===== src/rtl/nvram_xfer.sv =====
// ============================================================================
// Module   : nvram_xfer
// Purpose  : Bulk dump/load initiator for a 256x4 X2212-style NVRAM; CPU
//            accesses pass straight through to the array while idle.
//            Optional trailing XOR checksum byte: NVRAM_XFER_CHECKSUM_EN.
// Revision : 1.0
// ============================================================================
`default_nettype none

module nvram_xfer #(
    parameter int AW = 8
) (
    input  logic          clk,
    input  logic          reset_n,
    input  logic [AW-1:0] cpu_a,
    input  logic [3:0]    cpu_i,
    input  logic          cpu_ce_n,
    input  logic          cpu_rw_n,
    output logic [AW-1:0] nv_a,
    output logic [3:0]    nv_i,
    output logic          nv_ce_n,
    output logic          nv_rw_n,
    input  logic [3:0]    nv_o,
    input  logic          dump_start,
    input  logic          load_start,
    output logic          busy,
    output logic          done,
    output logic          err,
    output logic [7:0]    tx_data,
    output logic          tx_valid,
    input  logic          tx_ready,
    input  logic [7:0]    rx_data,
    input  logic          rx_valid,
    output logic          rx_ready
);

`ifdef NVRAM_XFER_CHECKSUM_EN
    localparam logic c_CKS_EN = 1'b1;
`else
    localparam logic c_CKS_EN = 1'b0;
`endif

    localparam int c_KW = AW - 1;

    localparam logic [3:0] c_S_IDLE = 4'd0;
    localparam logic [3:0] c_S_RD0  = 4'd1;
    localparam logic [3:0] c_S_RD1  = 4'd2;
    localparam logic [3:0] c_S_RDW  = 4'd3;
    localparam logic [3:0] c_S_TX   = 4'd4;
    localparam logic [3:0] c_S_RX   = 4'd5;
    localparam logic [3:0] c_S_WR0  = 4'd6;
    localparam logic [3:0] c_S_WR1  = 4'd7;
    localparam logic [3:0] c_S_FIN  = 4'd8;

    logic [3:0]      r_state;
    logic [c_KW-1:0] r_idx;
    logic [3:0]      r_lo;
    logic [7:0]      r_tx_data;
    logic [7:0]      r_rx_byte;
    logic [7:0]      r_csum;
    logic            r_cks_phase;
    logic            r_err;

    logic            w_last;
    logic            w_tx_hs;
    logic            w_rx_hs;

    assign w_last  = &r_idx;
    assign w_tx_hs = (r_state == c_S_TX) && tx_ready;
    assign w_rx_hs = (r_state == c_S_RX) && rx_valid;

    assign busy     = (r_state != c_S_IDLE);
    assign done     = (r_state == c_S_FIN);
    assign tx_valid = (r_state == c_S_TX);
    assign rx_ready = (r_state == c_S_RX);
    assign tx_data  = r_tx_data;
    assign err      = c_CKS_EN ? r_err : 1'b0;

    // Array pin ownership: CPU while idle, controller otherwise.
    always_comb begin
        nv_a    = cpu_a;
        nv_i    = cpu_i;
        nv_ce_n = cpu_ce_n;
        nv_rw_n = cpu_rw_n;
        if (r_state != c_S_IDLE) begin
            nv_a    = {r_idx, 1'b0};
            nv_i    = r_rx_byte[3:0];
            nv_ce_n = 1'b1;
            nv_rw_n = 1'b1;
            case (r_state)
                c_S_RD0: begin
                    nv_ce_n = 1'b0;
                end
                c_S_RD1: begin
                    nv_a    = {r_idx, 1'b1};
                    nv_ce_n = 1'b0;
                end
                c_S_WR0: begin
                    nv_ce_n = 1'b0;
                    nv_rw_n = 1'b0;
                end
                c_S_WR1: begin
                    nv_a    = {r_idx, 1'b1};
                    nv_i    = r_rx_byte[7:4];
                    nv_ce_n = 1'b0;
                    nv_rw_n = 1'b0;
                end
                default: begin
                end
            endcase
        end
    end

    always_ff @(posedge clk or negedge reset_n) begin
        if (!reset_n) begin
            r_state     <= c_S_IDLE;
            r_idx       <= '0;
            r_lo        <= 4'h0;
            r_tx_data   <= 8'h00;
            r_rx_byte   <= 8'h00;
            r_csum      <= 8'h00;
            r_cks_phase <= 1'b0;
            r_err       <= 1'b0;
        end else begin
            case (r_state)
                c_S_IDLE: begin
                    if (dump_start || load_start) begin
                        r_idx       <= '0;
                        r_csum      <= 8'h00;
                        r_cks_phase <= 1'b0;
                        r_err       <= 1'b0;
                        r_state     <= dump_start ? c_S_RD0 : c_S_RX;
                    end
                end
                c_S_RD0: begin
                    r_state <= c_S_RD1;
                end
                // Array read data lags the address by one cycle.
                c_S_RD1: begin
                    r_lo    <= nv_o;
                    r_state <= c_S_RDW;
                end
                c_S_RDW: begin
                    r_tx_data <= {nv_o, r_lo};
                    r_csum    <= r_csum ^ {nv_o, r_lo};
                    r_state   <= c_S_TX;
                end
                c_S_TX: begin
                    if (w_tx_hs) begin
                        if (r_cks_phase) begin
                            r_state <= c_S_FIN;
                        end else if (!w_last) begin
                            r_idx   <= r_idx + 1'b1;
                            r_state <= c_S_RD0;
                        end else if (c_CKS_EN) begin
                            r_cks_phase <= 1'b1;
                            r_tx_data   <= r_csum;
                        end else begin
                            r_state <= c_S_FIN;
                        end
                    end
                end
                c_S_RX: begin
                    if (w_rx_hs) begin
                        if (r_cks_phase) begin
                            r_err   <= (rx_data != r_csum);
                            r_state <= c_S_FIN;
                        end else begin
                            r_rx_byte <= rx_data;
                            r_csum    <= r_csum ^ rx_data;
                            r_state   <= c_S_WR0;
                        end
                    end
                end
                c_S_WR0: begin
                    r_state <= c_S_WR1;
                end
                c_S_WR1: begin
                    if (!w_last) begin
                        r_idx   <= r_idx + 1'b1;
                        r_state <= c_S_RX;
                    end else if (c_CKS_EN) begin
                        r_cks_phase <= 1'b1;
                        r_state     <= c_S_RX;
                    end else begin
                        r_state <= c_S_FIN;
                    end
                end
                c_S_FIN: begin
                    r_state <= c_S_IDLE;
                end
                default: begin
                    r_state <= c_S_IDLE;
                end
            endcase
        end
    end

endmodule

`default_nettype wire

===== config.mk =====
export PLATFORM = sky130hd
export DESIGN_NAME = nvram_xfer
export DESIGN_NICKNAME = d
export VERILOG_FILES = /design/src/rtl/nvram_xfer.sv
export SDC_FILE = /design/constraint.sdc
export NUM_CORES = 1
export LEC_CHECK = 0
export ABC_AREA = 1
export CAP_MARGIN = 20
export CORE_ASPECT_RATIO = 0.8
export CORE_MARGIN = 4
export CORE_UTILIZATION = 30
export CTS_CLUSTER_SIZE = 20
export DETAILED_ROUTE_END_ITERATION = 10
export PLACE_DENSITY_LB_ADDON = 0.2
export SLEW_MARGIN = 20
export SYNTH_ARGS = -nofsm -noshare
export SYNTH_HDL_FRONTEND = slang
export SYNTH_SLANG_ARGS = --single-unit

===== constraint.sdc =====
create_clock -name clk -period 1.5 [get_ports clk]
set_input_delay 0.15 -clock clk [delete_from_list [all_inputs] [get_ports clk]]
set_output_delay 0.15 -clock clk [all_outputs]
set_load 0.005 [all_outputs]

==> results of run 1 <==
[cell type report]
type                    instances  area (sq um)  share of cell area
inverters                      27           119              0.0366
clock buffers                   5          68.8              0.0212
multi-input cells             182          1110               0.343
repair buffers                105          1020               0.315
well taps                      81           101              0.0312
repair inverters                1          16.3             0.00501
flip-flops and latches         31           778               0.240
clock inverters                 3          25.0             0.00771
[cell usage after synthesis (all sizes together)]
| master | instances |
|---|---|
| nand3 | 17 |
| conb | 1 |
| o21ai | 16 |
| mux2 | 4 |
| xnor2 | 1 |
| dfrtp | 31 |
| nand2 | 106 |
| nand4 | 1 |
| inv | 27 |
| nor4 | 1 |
| nand3b | 1 |
| ha | 1 |
| a21oi | 4 |
| buf | 5 |
| a31oi | 4 |
| nor2 | 25 |
[worst min path at each step]
stage / slack (ps) / to
after global routing: 300 / tx_data[6]
after CTS: 270 / tx_data[0]
final: 250 / r_idx[4]
after floorplan: -150 / r_idx[0]
after detailed placement: 470 / r_rx_byte[1]
after global placement: 460 / r_rx_byte[1]
[registers in the layout, summed over array words and instances, names as in the netlist]
| register | flops |
|---|---|
| r_idx | 7 |
| r_state | 4 |
| r_rx_byte | 8 |
| tx_data | 8 |
| r_lo | 4 |
[worst max-delay path, cell delays in order (launching register included)]
cell,delay [ps]
dfrtp_2,450
nor2_4,140
nand2_4,100
buf_8,150
buf_12,130
a31oi_4,170
buf_2,140
[cells by family after synthesis]
logic type | after synthesis | synth area share
DFF | 31 | 0.427
adders and majority gates | 1 | 0.00689
xor gates and xnor gates | 1 | 0.00483
and+or+nand+nor | 151 | 0.389
other | 1 | 0.00207
muxes | 4 | 0.0248
buffers and inverters | 32 | 0.0758
AOI/OAI and AO/OA | 24 | 0.0689
[stage by stage]
stage	instances	util	TNS [ps]	worst slack (ps)	hold slack (ps)
2_1_floorplan	245	-	0	169	-146
3_3_place_gp	405	0.451	-2710	-204	458
4_1_cts	430	0.513	-3490	-220	269
3_5_place_dp	405	0.451	-3330	-262	468
5_1_grt	435	0.552	-5360	-293	298
6_report	435	0.552	-3300	-219	245
[per-layer routing]
layer,track usage,routed length [um]
met1,0.226,2710
met2,0.236,2650
met3,0.0455,447
met4,0.0663,108
met5,0,0
[power groups by stage]
stage / sequential, mW / combinational [mW] / clock, mW
after floorplan: 1.36 / 1.44 / 0
after global placement: 1.36 / 2.93 / 0
after detailed placement: 1.37 / 2.96 / 0
after CTS: 1.37 / 3.79 / 0.717
after global routing: 1.42 / 4.61 / 0.755
final: 1.38 / 4.27 / 0.699
[timing repair]
item | in CTS | in global routing
cloned | 2 | 1
setup endpoints to repair | 27 | 37
pin swaps | 17 | 11
resized for setup | 124 | 48
setup buffers | 15 | 8
endpoints found under the hold margin | 0 | 0
==> metrics, run 1 <==
status finished with violations; failing checks setup timing; Clk pwr share 0.110; setup ws final -219 ps; CP endpoint kind output port; Worst-Skew Late Latency 290 ps; # hold bufs at CTS 0; Cell Rows 25; Mapped Avg Cell Area 7.41 sq um; leading area contributor after synthesis dfrtp_1; die area 0.00737 sq mm; Power Dens Cells 1960 mW/mm^2; total number of H-tree levels 2; drt first pass iters 4; Layout area overhead 78.7%; Tot Pwr 6.35 mW; CP Max Fanout 5; commonest non-fill, non-tap cell in the layout nand2_1; total track usage 0.163; Switching Share 0.413; most frequent cells in the layout nand2_1, clkdlybuf4s50_1, dfrtp_1; Tightest Hold Check Type input port to asynchronous set/reset pin; RSZ-0062 raised after global routing yes; largest net degree at the start of global routing 32; RR Startpoint r_state[2]; critical path startpoint r_state[3]; crit path launch type flop; # fillers 561; WL per Instance 13.6 um; top post-synthesis cells by area dfrtp_1, nand2_1, inv_1; area of placed instances 0.00265 sq mm; Fmax 582 MHz; logic gate share of total power 0.672; io pins 59; Final setup viols 26; Crit Path Category flop to output port; Critical Path RT 1350 ps; Psw 2.62 mW; drt drc 0; Synth Cell Area 0.00182 sq mm; Mapped Nets 278; post-synthesis sequential area ratio 0.427; Peak supply drop 0.000759 V; Pleak 1.61 nW; Diodes inserted 0; number of global-route vias before repair 1896; fin area 0.00324 sq mm; CTS tree yes; Final HPWL DP 3.88 mm; drt via density 4.51; reg-to-reg slack, setup -120 ps; CTS Buffer Depth 2; area fraction of the dominant cell type after synthesis 0.427; Cell Int Power 3.73 mW; Synth Instances 245; final worst-path cycle share 1.15; Max Clock Skew 9.58 ps; core area 0.00588 sq mm; CP Capture Point nv_i[2]; Final Hold Vio Count 0; sequential power share 0.218; worst reg2reg path endpoint r_idx[1]; Syn. warnings 0; initial antenna violation count 0; Initial Util 0.309; cell count of the worst reg-to-reg path 11; CP Data Arrival Time 1570 ps; routed vias 1960; #FFs+latches synth 31; Unique masters post-synth 27; layout cells sized above 1 0.404; Antenna Nets Post-Route 0; Max Cap Viol 0; global-route wire length before repair 9.38 mm; PortBufs 57; Routed WL 5.92 mm; initial DRC count 83; Post-layout nets 386; clock buffer count from CTS 5; Root Driver clkbuf_8; max-slew violations 0; clock sink count 31; remaining global-route overflow 0; clock slew at reported path FFs 80 ps; fin crit period 1720 ps; die width 95.0 um; Die H 77.6 um; Routability Congestion 0.927
Power figures use the tool's default switching activity.
==> run 2: changes to the inputs <==
Settings changed: CORE_MARGIN 4 to 2.
==> metrics, run 2 (synthesis gave the netlist of run 1 again) <==
final worst-path cycle share 1.12; total number of H-tree levels 2; Crit Path Category flop to output port; drt via density 4.42; crit path launch type flop; Worst-Skew Late Latency 280 ps; largest net degree at the start of global routing 32; layout cells sized above 1 0.410; CP Cell Sequence buf_6 > inv_6 > nor2_8 > nand2_4 > inv_4 > nand2_2 > a31oi_4 > buf_2; clock slew at reported path FFs 60 ps; number of global-route vias before repair 1858; hold slack 255 ps; Clk pwr share 0.106; RR Startpoint r_state[3]; Final Core Density 0.543; Layout area overhead 75.9%; CTS tree yes; initial DRC count 82; io pins 59; Post-layout nets 383; sequential power share 0.229; drt first pass iters 4; commonest non-fill, non-tap cell in the layout nand2_1; Antenna Nets Post-Route 0; fin crit period 1670 ps; Tot Pwr 6.08 mW; RSZ-0062 raised after global routing yes; drt drc 0; Cell Int Power 3.57 mW; Initial Util 0.309; Pleak 1.58 nW; Power Dens Cells 1910 mW/mm^2; # fillers 583; reg-to-reg slack, setup -100 ps; area of the multi-input gates 0.00114 sq mm; worst reg2reg path endpoint r_state[0]; Final HPWL DP 3.76 mm; routed vias 1908; family with the most delay on the worst path flip-flops; initial antenna violation count 0; Max Clock Skew 4.73 ps; CP Data Arrival Time 1520 ps; Routed WL 5.55 mm; CP max stage cell dfrtp_2; die area 0.00669 sq mm; most frequent cells in the layout nand2_1, clkdlybuf4s50_1, dfrtp_1; Fmax 597 MHz; CTS Buffer Depth 2; status finished with violations; Peak supply drop 0.000879 V; clock sink count 31; remaining global-route overflow 0; CP Max Fanout 6; logic gate share of total power 0.665; CP endpoint kind output port; WL per Instance 12.8 um; total track usage 0.171; Psw 2.52 mW; Root Driver clkbuf_8; failing checks setup timing; Critical Path RT 1350 ps; Tightest Hold Check Type input port to asynchronous set/reset pin; Switching Share 0.414; global-route wire length before repair 8.87 mm; Max Cap Viol 0; cell count of the worst reg-to-reg path 12; Reg area 779 sq um; Cell Rows 25; clock buffer count from CTS 5; CP bufs+invs 4; Final Hold Vio Count 0; CP max stage delay 420 ps; PortBufs 57; die width 91.0 um; Die H 73.6 um; Diodes inserted 0; Routability Congestion 0.882; setup ws final -174 ps; max-slew violations 0; core area 0.00588 sq mm; Final setup viols 32
==> run 2: changes by cell type in the layout (fill, tap and decap cells not counted), sizes merged <==
cell / previous run / this run
buf: 66 / 63
clkbuf: 5 / 6
inv: 27 / 26
==> run 2: worst register-to-register path: cells and delay by family (launching register included) <==
family                 cells  cell delay, ps
buffers and inverters      5             580
AND/OR/NAND/NOR            6             490
flip-flops                 1             450
AO/OA/AOI/OAI              1              40
==> run 2: layer usage <==
layer,up-vias,GRT usage,share of wire
met5,-,0,0
met4,0,0.0606,0.019
met3,8,0.0585,0.079
met2,56,0.256,0.45
met1,870,0.232,0.45
li1,974,-,-
==> run 2: cell type report <==
type                       count  share of cell area
clock buffer                   6              0.0227
clock inverter                 2             0.00392
inverter                      27              0.0372
multi-input combinational    182               0.358
sequential                    31               0.244
tap                           81              0.0317
timing repair buffer         102               0.297
timing repair inverter         1             0.00509
==> run 2: power by group through the flow <==
| stage | logic, mW | registers [mW] | clock network, mW |
|---|---|---|---|
| 2_1_floorplan | 1.44 | 1.36 | 0 |
| 3_3_place_gp | 2.95 | 1.35 | 0 |
| 3_5_place_dp | 2.98 | 1.35 | 0 |
| 4_1_cts | 3.33 | 1.36 | 0.665 |
| 5_1_grt | 4.40 | 1.43 | 0.703 |
| 6_report | 4.05 | 1.39 | 0.644 |
==> run 2: worst max path at each step <==
stage | from | endpoint | slack (ps) | cells after the start
after global routing | r_state[3] | nv_a[3] | -240 | 8
after floorplan | r_state[1] | nv_a[6] | 170 | 6
after global placement | r_state[0] | nv_i[3] | -220 | 8
after CTS | r_state[2] | nv_a[3] | -160 | 8
after detailed placement | r_state[3] | nv_a[4] | -260 | 6
final | r_state[2] | nv_i[3] | -170 | 8
==> run 2: metrics by stage <==
stage	setup slack (ps)	instance area (sq um)	std cells	setup TNS, ps
floorplan	169	1820	245	0
global placement	-218	2680	407	-2800
detailed placement	-255	2680	407	-3270
CTS	-156	2890	427	-2350
global route	-241	3190	432	-5520
finish	-174	3190	432	-2890
==> run 2: repair_timing <==
action,in CTS,in global routing
setup buffers,10,5
resized for setup,103,76
gates cloned,2,0
pin swaps,6,16
hold buffers,0,0
setup endpoints to repair,25,42
==> run 3: changes to the inputs <==
Settings changed: RECOVER_POWER set to 25.
==> metrics, run 3 (synthesis gave the netlist of run 1 again) <==
worst reg2reg path endpoint r_state[0]; setup ws final -174 ps; CP bufs+invs 4; CP Max Fanout 6; Root Driver clkbuf_8; WHS Path Cells 3; Routed WL 5.55 mm; number of global-route vias before repair 1858; initial antenna violation count 0; Routability Congestion 0.882; Peak supply drop 0.000879 V; Hold Path End r_rx_byte[4]; clock slew at reported path FFs 70 ps; GR Util met3 0.0585; Fmax 597 MHz; Final setup viols 32; Post-layout nets 383; Cell Rows 25; pre-CTS setup slack -255 ps; Antenna Nets Post-Route 0; core area 0.00588 sq mm; Diodes inserted 0; drt drc 0; drt via density 4.42; grt peak-use layer met2; total track usage 0.171; reg-to-reg slack, setup -100 ps; global-route wire length before repair 8.87 mm; commonest non-fill, non-tap cell in the layout nand2_1; most frequent cells in the layout nand2_1, clkdlybuf4s50_1, dfrtp_1; Power Dens Cells 1910 mW/mm^2; critical path startpoint r_state[2]; Tightest Hold Check Type input port to flop; routed vias 1910; CTS Buffer Depth 2; clock buffer count from CTS 5; CTS tree yes; initial DRC count 82; CP endpoint kind output port; die area 0.00669 sq mm; CP Cell Sequence buf_6 > inv_6 > nor2_8 > nand2_4 > inv_4 > nand2_2 > a31oi_4 > buf_2; grt met2 use 0.256; Layout area overhead 75.7%; die width 91.0 um; layout cells sized above 1 0.410; Slew @ Worst Pin 786 ps; PortBufs 57; # hold bufs at CTS 0; CP max stage cell dfrtp_2; total number of H-tree levels 2; RSZ-0062 raised after global routing yes; clock sink count 31; met1 Resource Use GR 0.232; largest net degree at the start of global routing 32; status finished with violations; RR Startpoint r_state[3]; relative slew slack 0.476; failing checks setup timing; Die H 73.6 um; Crit Path Category flop to output port; CP Data Arrival Time 1520 ps; max-slew violations 0; Final HPWL DP 3.76 mm; io pins 59; WL per Instance 12.8 um; fin crit period 1670 ps; setup TNS -2890 ps; CP max stage delay 420 ps; cell count of the worst reg-to-reg path 12; final worst-path cycle share 1.12; Max Clock Skew 4.74 ps; worst min-delay path startpoint rx_data[4]; Worst-Skew Late Latency 280 ps; Pleak 1.58 nW; Critical Path RT 1350 ps; drt first pass iters 4; remaining global-route overflow 0; Initial Util 0.309; family with the most delay on the worst path flip-flops; Final Hold Vio Count 0; crit path launch type flop; Max Cap Viol 0
==> run 3: cell types whose count changed in the layout (fill, tap and decap cells not counted) <==
cell | previous run | this run
clkbuf_2 | 0 | 1
dlygate4sd3_1 | 0 | 1
clkdlybuf4s50_1 | 39 | 38
buf_4 | 26 | 25
==> run 3: worst max path at each step <==
stage	end	slack (ps)	cells past startpoint
3_5_place_dp	nv_a[4]	-260	6
5_1_grt	nv_a[3]	-240	8
2_1_floorplan	nv_a[6]	170	6
4_1_cts	nv_a[3]	-160	8
3_3_place_gp	nv_i[3]	-220	8
6_report	nv_i[3]	-170	8
==> run 3: where the power goes <==
part | total, mW | switching, mW | internal [mW]
sequential | 1.39 | 0.228 | 1.16
combinational | 4.05 | 1.97 | 2.08
clock | 0.644 | 0.320 | 0.324
==> run 3: per-layer routing <==
layer	wire length (um)	share of wire	up-vias
met5	0	0	-
met1	2490	0.45	872
met3	436	0.079	8
li1	-	-	974
met2	2520	0.45	56
met4	104	0.019	0
==> run 3: timing repair <==
item                                    in CTS  in global routing
gates cloned                                 2                  0
pin swaps                                    6                 16
endpoints found under the setup margin      25                 42
gates resized for setup                    103                 76
setup buffers                               10                  5
==> run 3: area by class of cell <==
cell class	count	area, sq um
Clock buffer	6	72.6
Clock inverter	2	12.5
Fill cell	584	2690
Inverter	27	119
Multi-Input combinational cell	182	1140
Sequential cell	31	779
Tap cell	81	101
Timing Repair Buffer	102	947
Timing Repair inverter	1	16.3
==> run 3: worst reg2reg max path, delay by kind of cell (launching register included) <==
family	cells	cell delay [ps]
buffers and inverters	5	580
AO/OA/AOI/OAI	1	40
AND/OR/NAND/NOR	6	490
flip-flops	1	450
==> run 3: metrics by stage <==
| step | cell area [sq um] | instances | hold WS (ps) | power, mW | utilization |
|---|---|---|---|---|---|
| 3_3_place_gp | 2680 | 407 | 464 | 4.30 | 0.456 |
| 6_report | 3190 | 432 | 421 | 6.08 | 0.543 |
| 5_1_grt | 3190 | 432 | 423 | 6.53 | 0.543 |
| 2_1_floorplan | 1820 | 245 | -146 | 2.80 | - |
| 4_1_cts | 2890 | 427 | 274 | 5.35 | 0.492 |
| 3_5_place_dp | 2680 | 407 | 463 | 4.34 | 0.456 |
